File: src/rtl/intr_ctrl.sv
// Edge-latched, masked, fixed-priority interrupt controller for the PC controller.
// Holds one request until it is accepted, then follows call/ret depth to spot the ISR return.
module intr_ctrl #(
   parameter int NUM_SRC = 4,
   parameter int DEPTH_W = 4
) (
   input  logic               clk,
   input  logic               reset_n,
   input  logic               pause,
   input  logic [NUM_SRC-1:0] irq_src,
   input  logic               save_accum,
   input  logic               call_taken,
   input  logic               ret_taken,
   input  logic               cfg_we,
   input  logic [1:0]         cfg_addr,
   input  logic [7:0]         cfg_wdata,
   output logic [7:0]         cfg_rdata,
   output logic               interrupt,
   output logic [2:0]         cause,
   output logic               in_service,
   output logic               error
);

   typedef enum logic [1:0] {S_IDLE, S_REQ, S_SERVICE} state_t;

   state_t             r_state, w_state_nxt;
   logic [NUM_SRC-1:0] r_src_prev;
   logic [NUM_SRC-1:0] r_pending;
   logic [NUM_SRC-1:0] r_mask;
   logic               r_gie;
   logic [2:0]         r_cause, w_cause_nxt;
   logic [DEPTH_W-1:0] r_depth, w_depth_nxt;
   logic               r_error, w_error_nxt;

   logic [NUM_SRC-1:0] w_set;
   logic [NUM_SRC-1:0] w_clr;
   logic [NUM_SRC-1:0] w_accept_clr;
   logic [NUM_SRC-1:0] w_eligible;
   logic               w_accept;

   function automatic logic [2:0] lowest_idx(input logic [NUM_SRC-1:0] v);
      lowest_idx = '0;
      for (int i = NUM_SRC - 1; i >= 0; i--)
         if (v[i]) lowest_idx = 3'(i);
   endfunction

   assign w_set      = irq_src & ~r_src_prev;
   assign w_eligible = r_pending & r_mask & {NUM_SRC{r_gie}};
   assign w_accept   = (r_state == S_REQ) && save_accum && !pause;

   always_comb begin
      w_accept_clr = '0;
      for (int i = 0; i < NUM_SRC; i++)
         w_accept_clr[i] = w_accept && (r_cause == 3'(i));
   end

   // Software W1C and the acceptance clear share one mask; a fresh edge still wins.
   assign w_clr = ((cfg_we && (cfg_addr == 2'd1)) ? cfg_wdata[NUM_SRC-1:0] : '0) | w_accept_clr;

   always_comb begin
      w_state_nxt = r_state;
      w_cause_nxt = r_cause;
      w_depth_nxt = r_depth;
      w_error_nxt = r_error;
      if (!pause) begin
         case (r_state)
            S_IDLE: begin
               if (w_eligible != '0) begin
                  w_state_nxt = S_REQ;
                  w_cause_nxt = lowest_idx(w_eligible);
               end
            end
            S_REQ: begin
               if (save_accum) begin
                  w_state_nxt = S_SERVICE;
                  w_depth_nxt = '0;
               end
            end
            S_SERVICE: begin
               if (call_taken && !ret_taken) begin
                  if (r_depth == '1) w_error_nxt = 1'b1;
                  else               w_depth_nxt = r_depth + DEPTH_W'(1);
               end else if (ret_taken && !call_taken) begin
                  if (r_depth != '0) w_depth_nxt = r_depth - DEPTH_W'(1);
                  else               w_state_nxt = S_IDLE;
               end
            end
            default: w_state_nxt = S_IDLE;
         endcase
      end
   end

   always_ff @(posedge clk or negedge reset_n) begin
      if (!reset_n) begin
         r_state    <= S_IDLE;
         r_src_prev <= '0;
         r_pending  <= '0;
         r_mask     <= '0;
         r_gie      <= 1'b0;
         r_cause    <= '0;
         r_depth    <= '0;
         r_error    <= 1'b0;
      end else begin
         r_state    <= w_state_nxt;
         r_cause    <= w_cause_nxt;
         r_depth    <= w_depth_nxt;
         r_error    <= w_error_nxt;
         r_src_prev <= irq_src;
         r_pending  <= (r_pending & ~w_clr) | w_set;
         if (cfg_we && (cfg_addr == 2'd0)) r_mask <= cfg_wdata[NUM_SRC-1:0];
         if (cfg_we && (cfg_addr == 2'd3)) r_gie  <= cfg_wdata[0];
      end
   end

   always_comb begin
      cfg_rdata = '0;
      case (cfg_addr)
         2'd0:    cfg_rdata[NUM_SRC-1:0] = r_mask;
         2'd1:    cfg_rdata[NUM_SRC-1:0] = r_pending;
         2'd2:    cfg_rdata[2:0]         = r_cause;
         default: cfg_rdata[0]           = r_gie;
      endcase
   end

   assign interrupt  = (r_state == S_REQ);
   assign in_service = (r_state == S_SERVICE);
   assign cause      = r_cause;
   assign error      = r_error;

endmodule

File: config.mk
export PLATFORM = sky130hd
export DESIGN_NAME = intr_ctrl
export DESIGN_NICKNAME = d
export VERILOG_FILES = /design/src/rtl/intr_ctrl.sv
export SDC_FILE = /design/constraint.sdc
export NUM_CORES = 1
export LEC_CHECK = 0
export BUFFER_PORTS_ARGS = -buffer_cell sky130_fd_sc_hd__buf_2
export CAP_MARGIN = 20
export CORE_MARGIN = 5
export CORE_UTILIZATION = 44
export CTS_CLUSTER_DIAMETER = 60
export DETAILED_ROUTE_END_ITERATION = 8
export PLACE_DENSITY = 0.77
export SETUP_SLACK_MARGIN = 0.05
export SLEW_MARGIN = 25
export SYNTH_ARGS = -nofsm -noshare
export SYNTH_HDL_FRONTEND = slang
export SYNTH_SLANG_ARGS = --single-unit
File: constraint.sdc
create_clock -name clk -period 4.69 [get_ports clk]
set_input_delay 0.469 -clock clk [delete_from_list [all_inputs] [get_ports clk]]
set_output_delay 0.469 -clock clk [all_outputs]
set_load 0.005 [all_outputs]
Word level (Yosys, flattened, before mapping)
Index checks and enable logic that the tools add are counted.

Muxes and demuxes: 20. $add $sub $neg: 2. Reduce and logical (&&, ||, !) cells: 24. Bitwise operators: 9. Equal/unequal tests: 17.

Operators by type and width (count): two-way mux 4 bit (6); bitwise AND 4 bit (4); two-way mux 2 bit (6); case mux 2 bit (3 select lines) (2); AND reduction 6 bit (2); logical AND 1 bit (11); two-way mux 3 bit (3); != test 2 bit (second input constant) (4); NOT 4 bit (2); OR 4 bit (2); case mux 4 bit (2 select lines) (1); nonzero test 4 bit (2); == test 2 bit (second input constant) (3); == test 3 x 2 -> 1 bit (second input constant) (2); != test 3 x 1 -> 1 bit (second input constant) (2); adder 4 x 1 -> 4 bit (second input constant) (1); == test 2 x 1 -> 1 bit (second input constant) (2); == test 4 bit (second input constant) (1); zero test 2 bit (2); AND reduction 4 bit (1); subtractor 4 x 1 -> 4 bit (second input constant) (1); == test 3 x 1 -> 1 bit (second input constant) (1); zero test 1 bit (3); zero test 3 bit (1); 7 further kinds (7).

Register bits after elaboration: 23. Output and inout port bits: 14. Logic and storage cells: 80.

Longest topological paths before layout
Depth in word-level cells: 8. Gate-level depth with buffers: 8. Mapped depth without buffers: 8.

Worst setup path after synthesis
OpenSTA, ideal clock, no wires.

Kind: input -> register. Start: in call_taken. End: reg r_depth[3]. Arrival: 1.745 ns. Stages on the path: 8. Path slack: 2.876 ns. Required time: 4.621 ns. Path through: nor2b_4 -> inv_1 -> ha_1 -> a31oi_1 -> nor2_1 -> a21oi_1 -> or4b_1 -> nand3_1.

Word-level cells in the longest chain between the ends: 4. Elaborated cells on any way between the ends: 9. Classes of those cells: 3 x eq/ne; 2 x mux; 4 x reduce/logical.

RTL lines: start, declared (line 12) `input logic call_taken,`; zero test 1 bit (line 83) `end else if (ret_taken && !call_taken) begin`; logical AND 1 bit (line 83); != test 3 x 1 -> 1 bit (no source line); AND reduction 6 bit (no source line); end signal, assigned (line 106) `r_depth <= w_depth_nxt;`; end, declared (line 32) `logic [DEPTH_W-1:0] r_depth, w_depth_nxt;`.

Parallel ways exist; a longest one is shown, timed or not. A chain may end at the register's enable or synchronous reset.

Worst setup path after layout
Start: reg r_state[0]. End: reg r_depth[3].

Word-level cells in the longest chain between the ends: 3. Elaborated cells on any way between the ends: 9. Classes of those cells: 6 x eq/ne; 1 x mux; 2 x reduce/logical.

RTL lines: start, declared (line 26) `state_t r_state, w_state_nxt;`; start signal, assigned (line 104) `r_state <= w_state_nxt;`; == test 2 bit / == test 2 x 1 -> 1 bit (equally long branches) (line 66) `case (r_state)`; != test 3 bit (no source line) (tied with other cells); AND reduction 6 bit (no source line).

Parallel ways exist; a longest one is shown, timed or not.

==> impl_results.md <==
- TritonCTS Sinks: 22
- DR iter-0 viols: 51
- Setup crit end kind: flip-flop
- Top Ports: 35
- PwrDens: 465 mW/mm^2
- # setup viols final: 0
- Yosys Warn Count: 0
- H-tree lvl count: 1
- Worst flop-to-flop path startpoint: r_state[0]$_DFFE_PN0P_
- Reg2Reg Depth: 6
- Final Power: 0.663 mW
- Grt total ovfl: 0
- Unrepaired setup endpoints after global routing: no
- Share of layout cells above drive strength 1: 25.6%
- Leak: 0.682 nW
- DR vias/cell: 5.25
- Clock skew: 0.00500 ns
- Worst-margin pin slew: 0.623 ns
- XOR/XNOR share of the synthesized area: 1.38%
- Dpl hpwl: 2080 um
- Core Util, Final: 51.8%
- Seq/Total Area, Yosys: 43.4%
- Post-synthesis area per instance: 9.68 sq um
- Post-route DRC: 0
- Critical path launch point: r_state[0]$_DFFE_PN0P_
- Startpoint types: flip-flop
- Post-synthesis cell type count: 37
- Most frequent cells in the layout: buf_2, dfrtp_1, nand2_1
- Crit Path Class: flip-flop to flip-flop
- Fill count: 272
- R2r setup slk: 2.81 ns
- Post-Synth Adder-Cell Area: 5.92%
- Post-Synthesis Cells: 131
- Combinational power share: 39.0%
- Netlist Area Pre-Place: 0.00127 sq mm
- Multiplexer share of the synthesized area: 10.4%
- Vias in the first global route: 1011
- Port Buffers: 25
- Commonest non-fill, non-tap cell in the layout: buf_2
- Antenna-violating nets left: 0
- Data arrival, critical path: 2.13 ns
- Clock tree from TritonCTS: done
- Hold_buf cts: 0
- Crit-path max FO: 9
- Place WS: 2.65 ns
- FMAX: 531 MHz
- Root buf cell: clkbuf_4
- Final period util: 40.1%
- Count of final hold-check violations: 0
- Final setup margin: 2.81 ns
- Req. time, crit path: 4.94 ns
- Psw: 0.251 mW
- Status: finished, final reports clean
- Compound-Gate Fraction of Synth Area: 12.7%
- Vias: 982
- End of the worst register-to-register path: r_depth[3]$_DFFE_PN0P_
- Die W: 63.7 um
- Largest family of logic cells by synthesized area: simple AND/OR/NAND/NOR gates
- Row count: 19
- Reg clk slew, reported paths: 0.12 ns
- Post-CTS Resized: 0
- Internal: 0.412 mW
- Sw Ratio: 37.9%
- Worst skew pair latency: 0.30 ns
- Top FF cell, synth: dfrtp_1
- Post-synthesis to final-layout area growth: 12.5%
- Max clock buf depth: 2
- Largest net degree at the start of global routing: 23
- Antenna diodes: 0
- Maximum vdd ir drop: 0.285 mV
- Core outline area: 0.00276 sq mm
- Final #Nets: 184
- Max Slew Vio Count: 0
- Placer Congestion: 0.864
- Max-Cap Viols: 0
- Die H: 63.7 um
- First-pass GRT wire length: 4400 um
- Hold Path Class: primary input to asynchronous set/reset pin
- Clock share of power: 15.4%
- Gr usage total: 13.3%
- TritonCTS buffer count: 3
- Initial Util: 46.0%
- Ys async rst share: 100%
- Die area: 0.00406 sq mm
- Post-CTS Setup Inserts: 0
- Final hold slack: 0.111 ns
- Initial antenna violation count: 0
- Number of synthesized register bits: 22
- Post-synthesis simple-gate area fraction: 18.8%
- Routed WL: 2540 um
- Setup TNS: 0 ns
- Reg power frac: 45.5%
- Number of flops mapped to enable cells by yosys: 0
- Worst rel slew slack: 58.4%
- Drt first pass iters: 4
- Minimum clock period: 1.88 ns
- WL/cell: 13.6 um
[per-stage QoR]
stage / cell area (sq um) / instances
finish: 1430 / 187
global placement: 1390 / 183
global route: 1430 / 187
floorplan: 1280 / 135
detailed placement: 1390 / 183
CTS: 1430 / 187
[worst max path at each step]
| stage | end | slack, ns | depth (start not counted) |
|---|---|---|---|
| 3_5_place_dp | r_depth[3]$_DFFE_PN0P_ | 2.65 | 9 |
| 2_1_floorplan | r_depth[3]$_DFFE_PN0P_ | 2.88 | 8 |
| 5_1_grt | r_depth[3]$_DFFE_PN0P_ | 2.66 | 6 |
| 6_report | r_depth[3]$_DFFE_PN0P_ | 2.81 | 6 |
| 3_3_place_gp | r_depth[3]$_DFFE_PN0P_ | 2.72 | 9 |
| 4_1_cts | r_depth[3]$_DFFE_PN0P_ | 2.79 | 6 |
[sequential cells by signal (all words and copies together) (netlist names)]
signal / flops
r_mask: 4
error: 1
cause: 2
r_depth: 4
r_state: 2
r_pending: 4
r_gie: 1
r_src_prev: 4
[cell type report]
class	instances	area, sq um	share of cell area, %
flip-flops and latches	22	551	38.6
clock buffers	4	36.3	2.54
multi-input cells	96	643	45.0
repair buffers	25	125	8.76
well taps	31	38.8	2.72
inverters	9	33.8	2.37
[layer usage]
layer	GRT usage, %	share of wire (%)	routed length [um]	up-vias
met5	0	0	0	-
met1	15.2	42	1060	458
li1	-	-	-	494
met4	4.94	0.31	8	0
met2	23.1	50	1280	28
met3	3.91	7.7	195	2
[logic make-up (layout without fill, tap and decap cells)]
kind of cell               after synthesis  in the layout
and+or+nand+nor                         46             46
buffers and inverters                   17             38
DFF                                     22             22
AOI/OAI and AO/OA                       26             26
muxes                                   11             11
adders and majority gates                6              6
xor gates and xnor gates                 2              2
other                                    1              5
[critical path, cell delays in order, from the launching register on]
cell      delay [ns]
dfrtp_1         0.42
inv_1           0.09
ha_1            0.32
o211ai_1        0.16
nand4_2         0.22
or4b_1          0.54
nand3_1         0.09
[cells in the mapped netlist, types with 2 or more instances]
cell	count	area [sq um]
dfrtp_1	22	551
nand2_1	19	71.3
inv_1	9	33.8
o21ai_0	9	45.0
nor2_1	7	26.3
ha_1	6	75.1
mux2_2	6	67.6
nand3_1	6	30.0
a21oi_1	5	25.0
buf_4	5	37.5
mux2i_1	3	30.0
o211ai_1	3	22.5
a21boi_0	2	15.0
a21oi_2	2	17.5
clkbuf_1	2	7.51
nand2b_1	2	12.5
nor2b_1	2	12.5
xnor2_1	2	17.5
[power by group through the flow]
stage | combinational [mW] | clock [mW] | sequential, mW
2_1_floorplan | 0.206 | 0 | 0.284
3_3_place_gp | 0.247 | 0 | 0.300
3_5_place_dp | 0.264 | 0 | 0.304
4_1_cts | 0.264 | 0.109 | 0.300
5_1_grt | 0.297 | 0.119 | 0.312
6_report | 0.259 | 0.102 | 0.302
Note: power is estimated with default switching activity, not from simulation.
